`src/rtl/alu_issue_ctrl.sv`:
```
// alu_issue_ctrl: two-stage issue/result controller wrapped around a
// combinational RV32I ALU; decodes, drives the ALU, resolves branches.
module alu_issue_ctrl #(
    parameter int WORD_LENGTH = 32
) (
    input  logic                   clk,
    input  logic                   rst,
    input  logic                   in_valid,
    output logic                   in_ready,
    input  logic [31:0]            instr,
    input  logic [WORD_LENGTH-1:0] rs1_data,
    input  logic [WORD_LENGTH-1:0] rs2_data,
    output logic [WORD_LENGTH-1:0] alu_in_1,
    output logic [WORD_LENGTH-1:0] alu_in_2,
    output logic                   alu_cin,
    output logic [3:0]             alu_op,
    input  logic [WORD_LENGTH-1:0] alu_out,
    input  logic                   alu_zero,
    input  logic                   alu_sign,
    input  logic                   alu_carry,
    output logic                   out_valid,
    input  logic                   out_ready,
    output logic [WORD_LENGTH-1:0] wb_data,
    output logic                   wb_en,
    output logic [4:0]             rd_addr,
    output logic                   is_branch,
    output logic                   branch_taken,
    output logic                   illegal
);
    localparam logic [6:0] OPC_OP     = 7'b0110011;
    localparam logic [6:0] OPC_OP_IMM = 7'b0010011;
    localparam logic [6:0] OPC_LUI    = 7'b0110111;
    localparam logic [6:0] OPC_BRANCH = 7'b1100011;

    localparam logic [3:0] ALU_ADD  = 4'd0;
    localparam logic [3:0] ALU_SLL  = 4'd1;
    localparam logic [3:0] ALU_SLT  = 4'd2;
    localparam logic [3:0] ALU_SLTU = 4'd3;
    localparam logic [3:0] ALU_XOR  = 4'd4;
    localparam logic [3:0] ALU_SRL  = 4'd5;
    localparam logic [3:0] ALU_SRA  = 4'd6;
    localparam logic [3:0] ALU_OR   = 4'd7;
    localparam logic [3:0] ALU_AND  = 4'd8;

    logic [6:0] opcode;
    logic [2:0] f3;
    logic [6:0] f7;
    logic [4:0] rd;
    assign opcode = instr[6:0];
    assign rd     = instr[11:7];
    assign f3     = instr[14:12];
    assign f7     = instr[31:25];

    // funct3 to ALU op; alt selects arithmetic right shift
    function automatic logic [3:0] fn_op(input logic [2:0] fn3,
                                         input logic alt);
        unique case (fn3)
            3'b000: fn_op = ALU_ADD;
            3'b001: fn_op = ALU_SLL;
            3'b010: fn_op = ALU_SLT;
            3'b011: fn_op = ALU_SLTU;
            3'b100: fn_op = ALU_XOR;
            3'b101: fn_op = alt ? ALU_SRA : ALU_SRL;
            3'b110: fn_op = ALU_OR;
            3'b111: fn_op = ALU_AND;
        endcase
    endfunction

    logic [WORD_LENGTH-1:0] d_in_1, d_in_2;
    logic [3:0] d_op;
    logic d_cin, d_wb, d_br, d_ill;

    logic s1_valid, s1_wb, s1_br, s1_ill;
    logic [4:0] s1_rd;
    logic [2:0] s1_f3;
    logic [2:0] s2_flags;
    logic s2_free, s1_adv, accept, taken;

    assign s2_free  = !out_valid || out_ready;
    assign s1_adv   = s1_valid && s2_free;
    assign in_ready = !s1_valid || s1_adv;
    assign accept   = in_valid && in_ready;

    // Decode instruction into ALU controls; illegal ones become a zero add
    always_comb begin
        d_in_1 = '0;
        d_in_2 = '0;
        d_op   = ALU_ADD;
        d_cin  = 1'b0;
        d_wb   = 1'b0;
        d_br   = 1'b0;
        d_ill  = 1'b1;
        unique case (opcode)
            OPC_OP: begin
                d_ill  = !(f7 == 7'h00 ||
                           (f7 == 7'h20 && (f3 == 3'b000 || f3 == 3'b101)));
                d_in_1 = rs1_data;
                d_in_2 = rs2_data;
                d_op   = fn_op(f3, f7[5]);
                d_cin  = (f3 == 3'b000) && f7[5];
                d_wb   = (rd != 5'd0);
            end
            OPC_OP_IMM: begin
                d_ill  = (f3 == 3'b001 && f7 != 7'h00) ||
                         (f3 == 3'b101 && f7 != 7'h00 && f7 != 7'h20);
                d_in_1 = rs1_data;
                d_in_2 = {{20{instr[31]}}, instr[31:20]};
                d_op   = fn_op(f3, f7[5]);
                d_wb   = (rd != 5'd0);
            end
            OPC_LUI: begin
                d_ill  = 1'b0;
                d_in_2 = {instr[31:12], 12'b0};
                d_wb   = (rd != 5'd0);
            end
            OPC_BRANCH: begin
                d_ill  = (f3 == 3'b010) || (f3 == 3'b011);
                d_in_1 = rs1_data;
                d_in_2 = rs2_data;
                d_br   = 1'b1;
                d_cin  = (f3 == 3'b000) || (f3 == 3'b001);
                d_op   = f3[1] ? ALU_SLTU : (f3[2] ? ALU_SLT : ALU_ADD);
            end
            default: d_ill = 1'b1;
        endcase
        if (d_ill) begin
            d_in_1 = '0;
            d_in_2 = '0;
            d_op   = ALU_ADD;
            d_cin  = 1'b0;
            d_wb   = 1'b0;
            d_br   = 1'b0;
        end
    end

    // Issue stage: hold ALU controls until the result stage can take them
    always_ff @(posedge clk or posedge rst) begin
        if (rst) begin
            s1_valid <= 1'b0;
            alu_in_1 <= '0;
            alu_in_2 <= '0;
            alu_cin  <= 1'b0;
            alu_op   <= ALU_ADD;
            s1_wb    <= 1'b0;
            s1_br    <= 1'b0;
            s1_ill   <= 1'b0;
            s1_rd    <= 5'd0;
            s1_f3    <= 3'd0;
        end else begin
            if (in_ready) s1_valid <= in_valid;
            if (accept) begin
                alu_in_1 <= d_in_1;
                alu_in_2 <= d_in_2;
                alu_cin  <= d_cin;
                alu_op   <= d_op;
                s1_wb    <= d_wb;
                s1_br    <= d_br;
                s1_ill   <= d_ill;
                s1_rd    <= rd;
                s1_f3    <= f3;
            end
        end
    end

    // Branch condition from the ALU result of the issuing instruction
    always_comb begin
        taken = 1'b0;
        if (s1_br) begin
            unique case (s1_f3)
                3'b000:         taken = alu_zero;
                3'b001:         taken = !alu_zero;
                3'b100, 3'b110: taken = alu_out[0];
                3'b101, 3'b111: taken = !alu_out[0];
                default:        taken = 1'b0;
            endcase
        end
    end

    // Result stage: capture ALU output, hold while the consumer stalls
    always_ff @(posedge clk or posedge rst) begin
        if (rst) begin
            out_valid    <= 1'b0;
            wb_data      <= '0;
            wb_en        <= 1'b0;
            rd_addr      <= 5'd0;
            is_branch    <= 1'b0;
            branch_taken <= 1'b0;
            illegal      <= 1'b0;
            s2_flags     <= 3'd0;
        end else if (s1_adv) begin
            out_valid    <= 1'b1;
            wb_data      <= alu_out;
            wb_en        <= s1_wb;
            rd_addr      <= s1_rd;
            is_branch    <= s1_br;
            branch_taken <= taken;
            illegal      <= s1_ill;
            s2_flags     <= {alu_sign, alu_carry, alu_zero};
        end else if (out_ready) begin
            out_valid <= 1'b0;
        end
    end

    logic unused_bits;
    assign unused_bits = ^{s2_flags, instr[19:15]};
endmodule

```
`config.mk`:
```
export PLATFORM = sky130hd
export DESIGN_NAME = alu_issue_ctrl
export DESIGN_NICKNAME = d
export VERILOG_FILES = /design/src/rtl/alu_issue_ctrl.sv
export SDC_FILE = /design/constraint.sdc
export NUM_CORES = 1
export LEC_CHECK = 0
export CORE_ASPECT_RATIO = 1.5
export CORE_MARGIN = 2
export CORE_UTILIZATION = 38
export CTS_CLUSTER_DIAMETER = 100
export DETAILED_ROUTE_END_ITERATION = 10
export GPL_ROUTABILITY_DRIVEN = 1
export PLACE_DENSITY_LB_ADDON = 0.15
export SLEW_MARGIN = 20
export SYNTH_ARGS = -nofsm -noshare
export SYNTH_HDL_FRONTEND = slang
export SYNTH_SLANG_ARGS = --single-unit
```
`constraint.sdc`:
```
create_clock -name clk -period 5.1 [get_ports clk]
set_clock_uncertainty 0.15 [all_clocks]
set_input_delay 1.53 -clock clk [delete_from_list [all_inputs] [get_ports clk]]
set_output_delay 1.53 -clock clk [all_outputs]
set_load 0.01 [all_outputs]
```
==> results.md, run 1 <==
- Outcome: completed
- Detailed-placement wirelength estimate: 12,100 um
- Max-Slew Margin vs Limit: 0.381
- Routed vias/inst: 5.21
- Fmax: 0.226 GHz
- Placed Instances: 944
- Clock Path Buffers: 2
- # Max-Cap Violations: 0
- Clock Latency Late Sink: 0.40 ns
- Commonest non-fill, non-tap cell in the layout: clkdlybuf4s50_1
- Synth Warn #: 0
- Worst r2r dst: alu_op[2]
- Rows: 54
- Final Hold Viols: 0
- CTS Buf Count: 17
- Pre-CTS WS: 0.679 ns
- Top FF cell, synth: dfrtp_1
- Die Area: 16,000 um^2
- RSZ-0062 raised after global routing: no
- Ant diodes: 0
- WL final: 16,900 um
- R2r startpoint: s1_valid
- Pint: 0.00221 W
- Most used cell, CP: clkdlybuf4s50_1
- Synthesized instance count: 545
- Worst VDD drop: 0.000232 V
- Filler cell count: 1,280
- Clk root buf: clkbuf_16
- Critical Path AT: 2.74 ns
- Initial DRT Pass Iterations: 6
- Resize count post-CTS: 0
- Clk sink count: 123
- Vias in the first global route: 5,180
- Switch share: 0.244
- GRT Residual Overflow: 0
- Fin crit period: 4.42 ns
- CP Class: in2out
- Initial antenna violation count: 0
- Critical Path RT: 3.42 ns
- H-tree Lvls: 4
- Syn Nets: 680
- GRT Util Overall: 0.208
- Final worst-path setup slack: 0.682 ns
- Worst hold path depth: 2
- Avg Cell Area, Syn: 10.4 um^2
- Final nets: 902
- Starting DRT DRC Count: 282
- Number of synthesized register bits: 123
- Setup TNS: 0 ns
- Routed vias: 5,088
- Worst-path cell chain: clkdlybuf4s50_1 -> nand3b_1 -> clkdlybuf4s50_1
- Final period utilization: 0.866
- Final setup fails: 0
- IO Pins: 247
- Leakage: 3.59 nW
- Hold Startpoint: s1_rd[1]
- Slowest-stage cell, CP: clkdlybuf4s50_1
- WHS Endpoint: s1_rd[1]
- R2r worst-path depth: 5
- Die Wd: 104 um
- Cts hold-fix bufs: 0
- Synth cell types: 47
- Initial Util: 0.390
- Share of cells above drive strength 1: 0.149
- Post-CTS setup repair buffer count: 0
- CP Capture Type: output pin
- Worst Path Buf+Inv: 2
- Clock transition at path regs: 0.06 ns
- Clock Power Share: 0.442
- Die height: 154 um
- Worst slew pin tran: 0.925 ns
- Crit path largest cell delay: 0.57 ns
- NetSw: 0.000715 W
- Port Buffers: 244
- Combinational power share: 0.182
- Sequential cell area fraction in the yosys report: 0.541
- Area Overhead vs Synth: 55.7%
- Max FO, Critical Path: 4
- Slew Viols, Final: 0
- Drc violations: 0
- PD cells: 330 nW/um^2
- Final GP Congestion: 0.862
- CP top delay family: buffers and inverters
- First-pass GRT wire length: 26,900 um
- Largest net degree at the start of global routing: 124
- HP Class: reg2reg
- Core area: 14,600 um^2
- Crit start category: input pin
- Flop pwr share: 0.375
- Synthesized cell area: 5690 um^2
- Flop2flop setup slack: 2.94 ns
- Non-filler cells, final: 976
- Antenna-violating nets left: 0
- Routed WL per cell: 17.3 um
- TritonCTS clock tree: yes
- Most frequent cells in the layout: 244 x clkdlybuf4s50_1, 123 x dfrtp_1, 109 x nand2_1, 60 x mux2_2, 39 x o21ai_0
- Post-synth ARST share: 1.00
- Post-synth EDFFs: 0
==> cells in the mapped netlist (all sizes together) (2+ instances only) <==
library cell,n,area [um^2]
a211o,2,17.5
a21oi,24,120
a22oi,12,90.1
a32oi,20,175
buf,24,144
clkbuf,25,96.3
dfrtp,123,3080
inv,5,18.8
mux2,60,676
nand2,112,423
nand2b,5,31.3
nand3,4,25.0
nand3b,2,15.0
nor2,26,97.6
nor2b,3,21.3
nor3,3,15.0
o2111ai,2,17.5
o21ai,39,195
o22ai,20,125
o311ai,2,17.5
o31ai,16,159
==> cells by family (layout without fill, tap and decap cells) <==
logic type                Yosys count  count (layout)  synth area share
DFF                               123             123             0.541
AOI/OAI and AO/OA                 146             146             0.175
buffers and inverters              54             289            0.0455
muxes                              60              60             0.119
and+or+nand+nor                   161             161             0.118
xor gates and xnor gates            1               1           0.00154
==> layout make-up <==
class	count	area [um^2]	area share
Timing Repair Buffer	252	2510	0.284
Clock inverter	13	189	0.0213
Tap cell	196	245	0.0277
Inverter	5	21.3	0.00240
Clock buffer	19	453	0.0511
Multi-Input combinational cell	368	2360	0.267
Sequential cell	123	3080	0.347
==> state kept, by name, summed over array words and instances (netlist names) <==
| signal | count |
|---|---|
| wb_data | 32 |
| s1_valid | 1 |
| alu_op | 4 |
| s1_wb | 1 |
| s1_ill | 1 |
| alu_in_2 | 32 |
| alu_cin | 1 |
| s1_f3 | 3 |
| wb_en | 1 |
| s1_rd | 5 |
| illegal | 1 |
| branch_taken | 1 |
| alu_in_1 | 32 |
| s1_br | 1 |
| out_valid | 1 |
| rd_addr | 5 |
| is_branch | 1 |
==> through the flow <==
step	instance area (um^2)	hold slack (ns)	util	power, W
2_1_floorplan	5690	0.292	-	0.00135
3_3_place_gp	8220	0.312	0.563	0.00164
3_5_place_dp	8220	0.315	0.563	0.00166
4_1_cts	8860	0.330	0.607	0.00296
5_1_grt	8860	0.349	0.607	0.00304
6_report	8860	0.324	0.607	0.00293
==> power by group through the flow <==
stage | combinational (W) | sequential, W | clock, W
2_1_floorplan | 0.000203 | 0.00115 | 0
3_3_place_gp | 0.000530 | 0.00111 | 0
3_5_place_dp | 0.000540 | 0.00112 | 0
4_1_cts | 0.000541 | 0.00110 | 0.00132
5_1_grt | 0.000576 | 0.00111 | 0.00136
6_report | 0.000535 | 0.00110 | 0.00130
==> worst min-delay path, stage by stage, from the launching register on <==
cell and delay [ns]:
dfrtp_1 0.34, nand2_1 0.05, nand2_1 0.05
==> routing by layer <==
layer,GRT usage,wire length (um),vias up
li1,-,-,2392
met1,0.233,6670,2480
met2,0.373,8690,190
met3,0.0644,1140,26
met4,0.0759,381,0
met5,0,0,-
==> how the worst max path moves through the flow <==
stage	startpoint	end	slack, ns	cells after the start
6_report	out_ready	in_ready	0.68	3
5_1_grt	out_ready	in_ready	0.60	3
3_3_place_gp	out_ready	in_ready	0.69	3
4_1_cts	out_ready	in_ready	0.68	3
2_1_floorplan	rst	alu_cin	0.15	1
3_5_place_dp	out_ready	in_ready	0.68	3
Power figures use the tool's default switching activity.
==> inputs of run 2 (changes only) <==
PLACE_DENSITY = 0.74   (was default)
PLACE_DENSITY_LB_ADDON = default   (was 0.15)
==> run 2 against run 1 <==
Non-clock buffer count did not move. Combinational power up 0.9%. Register-to-register slack about the same. Wire length grew 4.6%. Power fell by 3.3%. Count of clock-buffer cells in the layout fell by 1. Design area fell by 0.47%. Hold slack improved by 0.0013 ns. Die area did not move. Utilization fell by 0.28 points. Sequential share of layout area is 0.16 points higher. Critical path depth unchanged.
==> results.md, run 2 (synthesis results as in run 1) <==
- Outcome: completed
- Most frequent cells in the layout: 244 x clkdlybuf4s50_1, 123 x dfrtp_1, 109 x nand2_1, 60 x mux2_2, 39 x o21ai_0
- Initial DRT Pass Iterations: 5
- GRT Residual Overflow: 0
- PD cells: 321 nW/um^2
- Final setup fails: 0
- Die height: 154 um
- Clk sink count: 123
- CP Class: in2out
- Detailed-placement wirelength estimate: 12,700 um
- WL final: 17,600 um
- Flop2flop setup slack: 2.93 ns
- RSZ-0062 raised after global routing: no
- CP Launch Point: out_ready
- Clock Latency Late Sink: 0.41 ns
- Routed WL per cell: 18.1 um
- TritonCTS clock tree: yes
- Clock transition at path regs: 0.06 ns
- End of the critical path: in_ready
- Post-CTS setup repair buffer count: 0
- Rows: 54
- First-pass GRT wire length: 28,000 um
- Largest net degree at the start of global routing: 76
- Final GP Congestion: 0.845
- Top flop regs: alu_in_1 (32), alu_in_2 (32), wb_data (32)
- Final nets: 902
- Worst VDD drop: 0.000203 V
- Initial Util: 0.390
- R2r worst-path depth: 5
- Worst r2r dst: s1_ill
- GRT Util Overall: 0.222
- Routed vias/inst: 5.30
- Commonest non-fill, non-tap cell in the layout: clkdlybuf4s50_1
- Fmax: 0.225 GHz
- CTS Buf Count: 17
- Clk root buf: clkbuf_16
- IO Pins: 247
- Critical Path RT: 3.42 ns
- Ant diodes: 0
- Port Buffers: 244
- R2r startpoint: s1_valid
- Share of cells above drive strength 1: 0.149
- Drc violations: 0
- Pre-CTS WS: 0.641 ns
- Max-Slew Margin vs Limit: 0.364
- Final period utilization: 0.872
- Worst slew pin tran: 0.954 ns
- H-tree Lvls: 4
- Final worst-path setup slack: 0.650 ns
- Routed vias: 5,174
- Cts hold-fix bufs: 0
- Leakage: 3.56 nW
- Starting DRT DRC Count: 366
- Vias in the first global route: 5,168
- Initial antenna violation count: 0
- Crit start category: input pin
- Resize count post-CTS: 0
- CP Capture Type: output pin
- Area Overhead vs Synth: 55.0%
- Setup TNS: 0 ns
- Core area: 14,600 um^2
- Antenna-violating nets left: 0
- Slew Viols, Final: 0
- # Max-Cap Violations: 0
- Fin crit period: 4.45 ns
- Die Wd: 104 um
- Die Area: 16,000 um^2
- HP Class: reg2reg
- Final Hold Viols: 0
- Clock Path Buffers: 2
- Filler cell count: 1,231
- Max FO, Critical Path: 4
- Critical Path AT: 2.77 ns
-- run 2: worst min-delay path by stage --
stage	cells past startpoint	to	slack (ns)	start
3_5_place_dp	2	s1_rd[2]	0.32	s1_rd[2]
2_1_floorplan	2	s1_rd[0]	0.29	s1_rd[0]
6_report	2	s1_rd[3]	0.32	s1_rd[3]
3_3_place_gp	2	s1_rd[2]	0.31	s1_rd[2]
4_1_cts	2	alu_in_2[5]	0.33	alu_in_2[5]
5_1_grt	2	s1_rd[3]	0.35	s1_rd[3]
-- run 2: worst max-delay path: stages --
cell and delay [ns]:
clkdlybuf4s50_1 0.47, nand3b_1 0.19, clkdlybuf4s50_1 0.59
-- run 2: through the flow --
| stage | util | power (W) | instances | hold WS, ns | instance area, um^2 |
|---|---|---|---|---|---|
| floorplan | - | 0.00135 | 545 | 0.292 | 5690 |
| CTS | 0.605 | 0.00286 | 976 | 0.330 | 8820 |
| global route | 0.605 | 0.00294 | 976 | 0.348 | 8820 |
| finish | 0.605 | 0.00283 | 976 | 0.325 | 8820 |
| global placement | 0.564 | 0.00164 | 944 | 0.305 | 8240 |
| detailed placement | 0.564 | 0.00166 | 944 | 0.316 | 8240 |
-- run 2: cell type report --
cell class	count	area [um^2]	area share
multi-input combinational	368	2360	0.268
sequential	123	3080	0.349
clock buffer	18	439	0.0498
timing repair buffer	252	2530	0.286
tap	196	245	0.0278
clock inverter	14	149	0.0169
inverter	5	21.3	0.00241
-- run 2: report_power, final --
part           internal [W]  switching, W
clock              0.000702      0.000492
combinational      0.000311      0.000229
sequential          0.00106     0.0000426
-- run 2: per-layer routing --
layer  global-route usage  routed length, um  vias to the layer above  share of wire
met5                    0                  0                        -              0
met4                0.109                677                        0          0.038
met3               0.0543                959                       44          0.054
met2                0.381               9130                      206           0.52
met1                0.258               6870                     2528           0.39
li1                     -                  -                     2396              -
==> inputs of run 3 (changes only) <==
clock period = 3.8 ns   (was 5.1 ns; I/O delays follow)
==> run 3 against run 2 <==
Global-route usage fell by 0.067 points. Final cell count rose by 1.1%. Design area rose by 1.8%. Power rose by 40%. Count of clock-buffer cells in the layout did not move. Hold slack improved by 0.0025 ns. Wire length rose by 0.55%. Register-to-register slack got worse by 1.0 ns. Critical endpoint unchanged.
==> results.md, run 3 (synthesis results as in run 1) <==
- Routed vias/inst: 5.29
- Rows: 54
- Crit path largest cell delay: 0.57 ns
- Die Area: 16,000 um^2
- Commonest non-fill, non-tap cell in the layout: clkdlybuf4s50_1
- Clock transition at path regs: 0.06 ns
- WL final: 17,700 um
- Critical Path AT: 2.33 ns
- IO Pins: 247
- Die height: 154 um
- First-pass GRT wire length: 27,900 um
- Clk sink count: 123
- Core area: 14,600 um^2
- PD cells: 442 nW/um^2
- Vias in the first global route: 5,292
- Antenna-violating nets left: 0
- H-tree Lvls: 4
- R2r startpoint: out_valid
- Crit start category: input pin
- Routed vias: 5,220
- Critical Path RT: 2.51 ns
- Most used cell, CP: clkdlybuf4s50_1
- Worst slew pin tran: 0.696 ns
- Area Overhead vs Synth: 57.8%
- Worst VDD drop: 0.000265 V
- Placed Instances: 955
- Footprint of the multi-input gates: 2360 um^2
- Total chip power: 0.00397 W
- Detailed-placement wirelength estimate: 12,800 um
- GRT Residual Overflow: 0
- Final Hold Viols: 0
- WHS Endpoint: alu_in_1[23]
- HP Class: reg2reg
- Slowest-stage cell, CP: clkdlybuf4s50_1
- Leakage: 3.65 nW
- Share of cells above drive strength 1: 0.159
- Fin crit period: 3.62 ns
- Non-filler cells, final: 987
- Initial Util: 0.390
- Cts hold-fix bufs: 0
- Setup TNS: 0 ns
- Max FO, Critical Path: 2
- Starting DRT DRC Count: 283
- Final setup fails: 0
- CP Class: in2out
- Worst-path cell chain: clkdlybuf4s50_1 -> nand3b_1 -> clkdlybuf4s50_1
- Most frequent cells in the layout: 244 x clkdlybuf4s50_1, 123 x dfrtp_1, 109 x nand2_1, 60 x mux2_2, 39 x o21ai_0
- Final instance area: 8980 um^2
- Die Wd: 104 um
- # Max-Cap Violations: 0
- Slew Viols, Final: 0
- Final period utilization: 0.953
- Final nets: 913
- Ant diodes: 0
- Final GP Congestion: 0.900
- GRT Util Overall: 0.221
- Top flop regs: alu_in_1 (32), alu_in_2 (32), wb_data (32)
- Initial antenna violation count: 0
- Routed WL per cell: 18.0 um
- Outcome: completed
- TritonCTS clock tree: yes
- Worst r2r dst: alu_in_2[17]
- Fmax: 0.276 GHz
- RSZ-0062 raised after global routing: no
- Largest net degree at the start of global routing: 55
- Post-CTS setup repair buffer count: 0
- Port Buffers: 244
- Area after DPL: 8340 um^2
- Clock Latency Late Sink: 0.42 ns
- Initial DRT Pass Iterations: 5
- CTS Buf Count: 17
- Clk root buf: clkbuf_16
- Filler cell count: 1,202
- Resize count post-CTS: 0
- Worst hold path depth: 2
- Max-Slew Margin vs Limit: 0.535
- CP Capture Type: output pin
- Flop2flop setup slack: 1.90 ns
- R2r worst-path depth: 6
- Register area: 3080 um^2
- Clock Path Buffers: 2
- Drc violations: 0
- Hold Startpoint: alu_in_1[23]
## run 3: changes by cell type in the layout (fill, tap and decap cells not counted), sizes merged
cell    delta
buf       +11
bufinv     +3
inv        -2
clkinv     -1
## run 3: area by class of cell
class / instances / share of cell area
sequential: 123 / 0.343
clock inverter: 14 / 0.0231
clock buffer: 18 / 0.0478
inverter: 5 / 0.00251
timing repair buffer: 263 / 0.293
multi-input combinational: 368 / 0.263
tap: 196 / 0.0273
## run 3: report_power, final
group | switching [W] | total [W] | internal (W)
sequential | 0.0000559 | 0.00147 | 0.00142
combinational | 0.000311 | 0.000739 | 0.000428
clock | 0.000637 | 0.00175 | 0.00112
total | 0.00100 | 0.00397 | 0.00296
## run 3: layer usage
metal | up-vias | routed length (um) | global-route usage | part of all wire
met4 | 0 | 645 | 0.106 | 0.036
met5 | - | 0 | 0 | 0
met2 | 243 | 9240 | 0.385 | 0.52
met3 | 39 | 1120 | 0.0606 | 0.063
li1 | 2416 | - | - | -
met1 | 2522 | 6730 | 0.250 | 0.38
## run 3: worst max-delay path: cells and delay by family
| kind | cells | cell delay, ns |
|---|---|---|
| buffers and inverters | 2 | 1.05 |
| and+or+nand+nor | 1 | 0.14 |
## run 3: worst max-delay path by stage
stage          startpoint       end  slack (ns)  cells past startpoint
2_1_floorplan         rst   alu_cin         1.0                      1
3_3_place_gp    out_ready  in_ready        0.23                      3
3_5_place_dp    out_ready  in_ready        0.21                      3
4_1_cts         out_ready  in_ready        0.18                      3
5_1_grt         out_ready  in_ready        0.12                      3
6_report        out_ready  in_ready        0.18                      3
## run 3: stage by stage
stage	hold slack, ns	setup slack (ns)	util
6_report	0.327	0.177	0.615
5_1_grt	0.346	0.123	0.615
4_1_cts	0.332	0.179	0.615
3_5_place_dp	0.320	0.205	0.572
3_3_place_gp	0.308	0.228	0.572
2_1_floorplan	0.292	0.999	-
